[config.mk]
export PLATFORM = sky130hd
export DESIGN_NAME = mem_access_unit
export DESIGN_NICKNAME = d
export VERILOG_FILES = /design/src/rtl/mem_access_pkg.sv /design/src/rtl/mem_lane_align.sv /design/src/rtl/mem_access_unit.sv
export SDC_FILE = /design/constraint.sdc
export NUM_CORES = 1
export LEC_CHECK = 0
export ABC_AREA = 1
export CORE_ASPECT_RATIO = 0.7
export CORE_MARGIN = 10
export CORE_UTILIZATION = 29
export DETAILED_ROUTE_END_ITERATION = 16
export HOLD_SLACK_MARGIN = 0.05
export PLACE_DENSITY_LB_ADDON = 0.05
export SETUP_SLACK_MARGIN = 0.1
export SKIP_CTS_REPAIR_TIMING = 1
export SYNTH_ARGS = -nofsm -noshare
export SYNTH_HDL_FRONTEND = slang
export SYNTH_SLANG_ARGS = --single-unit
export TNS_END_PERCENT = 1
[constraint.sdc]
create_clock -name clk -period 3.8 [get_ports clk]
set_input_delay 0.38 -clock clk [delete_from_list [all_inputs] [get_ports clk]]
set_output_delay 0.38 -clock clk [all_outputs]
set_load 0.02 [all_outputs]
[src/rtl/mem_access_pkg.sv]
// Shared encodings for the load/store unit: access sizes, DataMem strobe levels,
// FSM states and the alignment rule.
package mem_access_pkg;

  localparam logic [1:0] SZ_BYTE = 2'b00;
  localparam logic [1:0] SZ_HALF = 2'b01;
  localparam logic [1:0] SZ_WORD = 2'b10;
  localparam logic [1:0] SZ_RSVD = 2'b11;

  localparam logic [1:0] MEM_ON  = 2'd1;
  localparam logic [1:0] MEM_OFF = 2'd0;

  typedef enum logic [2:0] {
    ST_IDLE  = 3'd0,
    ST_RD    = 3'd1,
    ST_RWAIT = 3'd2,
    ST_WR    = 3'd3,
    ST_RESP  = 3'd4
  } state_e;

  // The reserved size is treated as a misaligned access so it takes the error path.
  function automatic logic is_misaligned(input logic [1:0] size, input logic [1:0] addr_lo);
    logic bad;
    case (size)
      SZ_BYTE: bad = 1'b0;
      SZ_HALF: bad = addr_lo[0];
      SZ_WORD: bad = (addr_lo != 2'b00);
      default: bad = 1'b1;
    endcase
    return bad;
  endfunction

endpackage

[src/rtl/mem_lane_align.sv]
// Little-endian lane handling: merges store data into a memory word and
// extracts/extends a load lane. Purely combinational.
module mem_lane_align
  import mem_access_pkg::*;
(
  input  logic [31:0] mem_word,
  input  logic [31:0] st_data,
  input  logic [1:0]  addr_lo,
  input  logic [1:0]  size,
  input  logic        sign_ext,
  output logic [31:0] merged,
  output logic [31:0] ld_data
);

  logic [31:0] shifted;

  always_comb begin
    shifted = mem_word >> {addr_lo, 3'b000};
    ld_data = mem_word;
    case (size)
      SZ_BYTE: ld_data = {{24{sign_ext & shifted[7]}}, shifted[7:0]};
      SZ_HALF: ld_data = {{16{sign_ext & shifted[15]}}, shifted[15:0]};
      default: ld_data = mem_word;
    endcase
  end

  always_comb begin
    merged = mem_word;
    case (size)
      SZ_BYTE: merged[{addr_lo, 3'b000} +: 8] = st_data[7:0];
      SZ_HALF: merged[{addr_lo[1], 4'b0000} +: 16] = st_data[15:0];
      default: merged = st_data;
    endcase
  end

endmodule

[src/rtl/mem_access_unit.sv]
// Load/store sequencer between the execute stage and a one-cycle-latency DataMem.
// Sub-word stores are done as read-modify-write of the containing word.
//
// state    | meaning
// ---------+-----------------------------------------------------------
// ST_IDLE  | ready for a request; latches it on acceptance
// ST_RD    | mem_read asserted, address presented
// ST_RWAIT | mem_read held; mem_rdata sampled at the end of this cycle
// ST_WR    | one-cycle mem_write of the full (possibly merged) word
// ST_RESP  | one-cycle resp_valid pulse, then back to idle
module mem_access_unit
  import mem_access_pkg::*;
#(
  parameter int ADDR_W = 32
) (
  input  logic              clk,
  input  logic              rst,
  input  logic              req_valid,
  output logic              req_ready,
  input  logic              req_write,
  input  logic [1:0]        req_size,
  input  logic              req_signed,
  input  logic [ADDR_W-1:0] req_addr,
  input  logic [31:0]       req_wdata,
  output logic              resp_valid,
  output logic [31:0]       resp_rdata,
  output logic              resp_err,
  output logic [ADDR_W-1:0] mem_addr,
  output logic [31:0]       mem_wdata,
  output logic [1:0]        mem_write,
  output logic [1:0]        mem_read,
  input  logic [31:0]       mem_rdata
);

  state_e            state_q, state_d;
  logic [ADDR_W-1:0] addr_q, addr_d;
  logic [1:0]        size_q, size_d;
  logic              signed_q, signed_d;
  logic              write_q, write_d;
  logic              err_q, err_d;
  logic [31:0]       wdata_q, wdata_d;
  logic [31:0]       rdata_q, rdata_d;
  logic [31:0]       mem_wdata_q, mem_wdata_d;

  logic [31:0]       merged_word;
  logic [31:0]       load_word;

  mem_lane_align u_lane_align (
    .mem_word (mem_rdata),
    .st_data  (wdata_q),
    .addr_lo  (addr_q[1:0]),
    .size     (size_q),
    .sign_ext (signed_q),
    .merged   (merged_word),
    .ld_data  (load_word)
  );

  always_comb begin
    state_d     = state_q;
    addr_d      = addr_q;
    size_d      = size_q;
    signed_d    = signed_q;
    write_d     = write_q;
    err_d       = err_q;
    wdata_d     = wdata_q;
    rdata_d     = rdata_q;
    mem_wdata_d = mem_wdata_q;

    case (state_q)
      ST_IDLE: begin
        if (req_valid) begin
          addr_d   = req_addr;
          size_d   = req_size;
          signed_d = req_signed;
          write_d  = req_write;
          wdata_d  = req_wdata;
          rdata_d  = 32'h0;
          err_d    = is_misaligned(req_size, req_addr[1:0]);
          if (err_d) begin
            state_d = ST_RESP;
          end else if (req_write && (req_size == SZ_WORD)) begin
            // Full-word stores skip the read; the write word is known now.
            state_d     = ST_WR;
            mem_wdata_d = req_wdata;
          end else begin
            state_d = ST_RD;
          end
        end
      end
      ST_RD: begin
        state_d = ST_RWAIT;
      end
      ST_RWAIT: begin
        if (write_q) begin
          state_d     = ST_WR;
          mem_wdata_d = merged_word;
        end else begin
          state_d = ST_RESP;
          rdata_d = load_word;
        end
      end
      ST_WR: begin
        state_d = ST_RESP;
      end
      ST_RESP: begin
        state_d = ST_IDLE;
      end
      default: begin
        state_d = ST_IDLE;
      end
    endcase
  end

  always_ff @(posedge clk or posedge rst) begin
    if (rst) begin
      state_q     <= ST_IDLE;
      addr_q      <= '0;
      size_q      <= SZ_BYTE;
      signed_q    <= 1'b0;
      write_q     <= 1'b0;
      err_q       <= 1'b0;
      wdata_q     <= 32'h0;
      rdata_q     <= 32'h0;
      mem_wdata_q <= 32'h0;
    end else begin
      state_q     <= state_d;
      addr_q      <= addr_d;
      size_q      <= size_d;
      signed_q    <= signed_d;
      write_q     <= write_d;
      err_q       <= err_d;
      wdata_q     <= wdata_d;
      rdata_q     <= rdata_d;
      mem_wdata_q <= mem_wdata_d;
    end
  end

  // Strobes decode straight from the state flop so reset clears them at once.
  assign req_ready  = (state_q == ST_IDLE);
  assign resp_valid = (state_q == ST_RESP);
  assign resp_err   = (state_q == ST_RESP) & err_q;
  assign resp_rdata = rdata_q;
  assign mem_addr   = {addr_q[ADDR_W-1:2], 2'b00};
  assign mem_wdata  = mem_wdata_q;
  assign mem_read   = ((state_q == ST_RD) || (state_q == ST_RWAIT)) ? MEM_ON : MEM_OFF;
  assign mem_write  = (state_q == ST_WR) ? MEM_ON : MEM_OFF;

endmodule

==> impl_metrics.tcl <==
set metrics [dict create \
    place_worst_setup_slack_ns 1.196 \
    fin_ws_ns 0.8374 \
    regArea_mm2 0.003403 \
    rsz0062_at_grt "no" \
    tightestPinTransition_ns 0.9914 \
    coreArea_mm2 0.02776 \
    required_ns 3.42 \
    finalHoldViolations 0 \
    clk_latency_ns 0.45 \
    drive_gt1_frac 0.04278 \
    wl_per_cell_um 18.13 \
    antenna_found_initial 0 \
    chipWidth_um 220.3 \
    finalSetupViolations 0 \
    io_buffers 201 \
    die_area_mm2 0.03530 \
    startpoint_type "register" \
    firstDrtPassIters 5 \
    yosysWarnings 0 \
    die_y_um 160.2 \
    p_sw_frac 0.4748 \
    cp_max_fo 35 \
    cts_buffer_depth 2 \
    avgSynthCellArea_um2 6.628 \
    htreeDepth 4 \
    via_per_inst 4.623 \
    fillers 2985 \
    vias 8090 \
    reg2reg_from "state_q[2]" \
    maxCapViolCount 0 \
    synth-seq-cells 136 \
    cts_buffers 17 \
    area_growth_pct 33.15 \
    sequentialPowerShare 0.264 \
    cts_tree "yes" \
    fin_tns_setup_ns 0 \
    period_needed_ns 2.963 \
    synth-seq-area-share 0.4178 \
    grt_max_degree 137 \
    relSlewSlack 0.3367 \
    fin_crit_sh 0.7796 \
    dpl.hpwl_mm 23.30 \
    grt_overflow 0 \
    status "completed" \
    leakagePower_nw 5.375 \
    syn-instance-count 1229 \
    slew_violations 0 \
    cts.clk_slew.worst_paths_ns 0.06 \
    r2r-end "mem_wdata[16]" \
    synth_area_mm2 0.008145 \
    rows 51 \
    gr-usage-all-layers 0.1791 \
    gp_congestion 0.8815 \
    irDropWorstVdd_uv 387.1 \
    fmax_mhz 337.5 \
    clockRootBuffer "clkbuf_16" \
    end_kind "primary output" \
    multi_input_area_mm2 0.003817 \
    min-delay-path-class "input pin to register" \
    synthDistinctLibCells 26 \
    drc_errors 0 \
    power_density_mw_per_mm2 888.3 \
    ant_nets 0 \
    rr_worst_depth 6 \
    clock-sinks 136 \
    fin_hold_ws_ns 0.4682 \
    worstSetupPathType "register to primary output" \
    initial_core_util 0.2934 \
    power_frac_comb 0.538 \
    cp_data_arrival_time_ns 2.58 \
    internal_power_mw 5.059 \
    grt_pass1_vias 7867 \
    grt_pass1_wl_mm 48.69 \
    reg2reg_slack_ns 1.22 \
    wl_mm 31.74 \
    drt_iter0_markers 615 \
    diodes 0 \
    switching_power_mw 4.574 \
    io_pins 206 \
    finalClockSkew_ns 0.01294 \
    p_clk_frac 0.198 \
    nets 1474 \
    startpoint "state_q[2]" \
    crit_end "mem_read[0]" \
]
worst max-delay path, stage by stage (launching register included):
cell	delay, ns
dfrtp_1	0.47
nor3_4	0.18
buf_4	0.32
inv_2	0.36
nand2_1	0.16
clkdlybuf4s50_1	0.63
worst min-delay path by stage:
stage          depth (start not counted)          from            to
2_1_floorplan                          2         err_q         err_q
3_3_place_gp                           2    addr_q[16]    addr_q[16]
3_5_place_dp                           2  mem_wdata[0]  mem_wdata[0]
4_1_cts                                3  req_addr[18]    addr_q[18]
5_1_grt                                3  req_addr[30]    addr_q[30]
6_report                               3   req_addr[8]     addr_q[8]
synthesized netlist by cell type:
library cell,n,area share
nor2_1,69,0.032
o31ai_1,1,0.00092
o21ai_0,69,0.042
nand3b_1,7,0.0065
inv_2,7,0.0032
ha_1,5,0.0077
buf_4,38,0.035
nor3_1,1,0.00061
clkbuf_1,14,0.0065
nand2_2,4,0.0031
nor2_2,3,0.0023
and3_1,1,0.00077
conb_1,1,0.00046
o211ai_1,2,0.0018
buf_2,41,0.025
a21oi_1,74,0.045
nand3_1,82,0.050
nand4_1,9,0.0069
buf_1,4,0.0018
a22oi_1,1,0.00092
nand3_2,1,0.0012
dfrtp_1,136,0.42
nand2_1,550,0.25
nor3_4,1,0.0020
o21ai_1,13,0.0080
inv_1,95,0.044
layout by cell type, fill, tap and decap left out, drive strengths merged:
cell,synthesis,final
nand2,554,554
clkdlybuf4s50,0,201
dfrtp,136,136
inv,102,101
nand3,83,83
o21ai,82,82
a21oi,74,74
nor2,72,72
clkbuf,14,20
buf,83,11
nand4,9,9
nand3b,7,7
ha,5,5
bufinv,0,5
clkinv,0,5
conb,1,4
clkinvlp,0,3
o211ai,2,2
nor3,2,2
a22oi,1,1
o31ai,1,1
and3,1,1
registers in the layout, summed over array words and instances, names as in the netlist:
name        flops
mem_wdata      32
state_q         3
wdata_q        32
err_q           1
size_q          2
signed_q        1
write_q         1
addr_q         32
resp_rdata     32
per-stage QoR:
step | total power [mW] | instances | cell area, um2 | util
6_report | 9.634 | 1750 | 10850 | 0.3907
3_5_place_dp | 7.771 | 1718 | 10190 | 0.3671
4_1_cts | 9.733 | 1750 | 10850 | 0.3907
2_1_floorplan | 5.993 | 1232 | 8160 | -
5_1_grt | 10.44 | 1750 | 10850 | 0.3907
3_3_place_gp | 7.765 | 1718 | 10190 | 0.3671
layer usage:
metal,global-route usage,part of all wire,up-vias
met5,0,0,-
met4,0.03415,0.0079,0
met3,0.05398,0.070,13
met2,0.2526,0.42,223
met1,0.2617,0.50,3772
li1,-,-,4082
kinds of logic (layout without fill, tap and decap cells):
family / count (synthesis) / in the layout / synth area share
other: 1 / 4 / 0.0004604
buffers and inverters: 199 / 346 / 0.1155
AO/OA/AOI/OAI: 160 / 160 / 0.09954
adder cells (fa/ha/maj): 5 / 5 / 0.007680
AND/OR/NAND/NOR: 728 / 728 / 0.3590
flip-flops: 136 / 136 / 0.4178
power by group through the flow:
| stage | combinational, mW | clock (mW) | sequential [mW] |
|---|---|---|---|
| 2_1_floorplan | 3.32 | 0 | 2.67 |
| 3_3_place_gp | 5.19 | 0 | 2.57 |
| 3_5_place_dp | 5.21 | 0 | 2.56 |
| 4_1_cts | 5.23 | 1.95 | 2.55 |
| 5_1_grt | 5.78 | 2.02 | 2.63 |
| 6_report | 5.18 | 1.91 | 2.54 |
area by class of cell:
cell class | instances | area share
inverters | 102 | 0.03565
flip-flops and latches | 136 | 0.3138
clock buffers | 20 | 0.04211
repair buffers | 212 | 0.1954
multi-input cells | 897 | 0.3520
clock inverters | 12 | 0.01823
well taps | 371 | 0.04280
(Power assumes the default switching activity.)
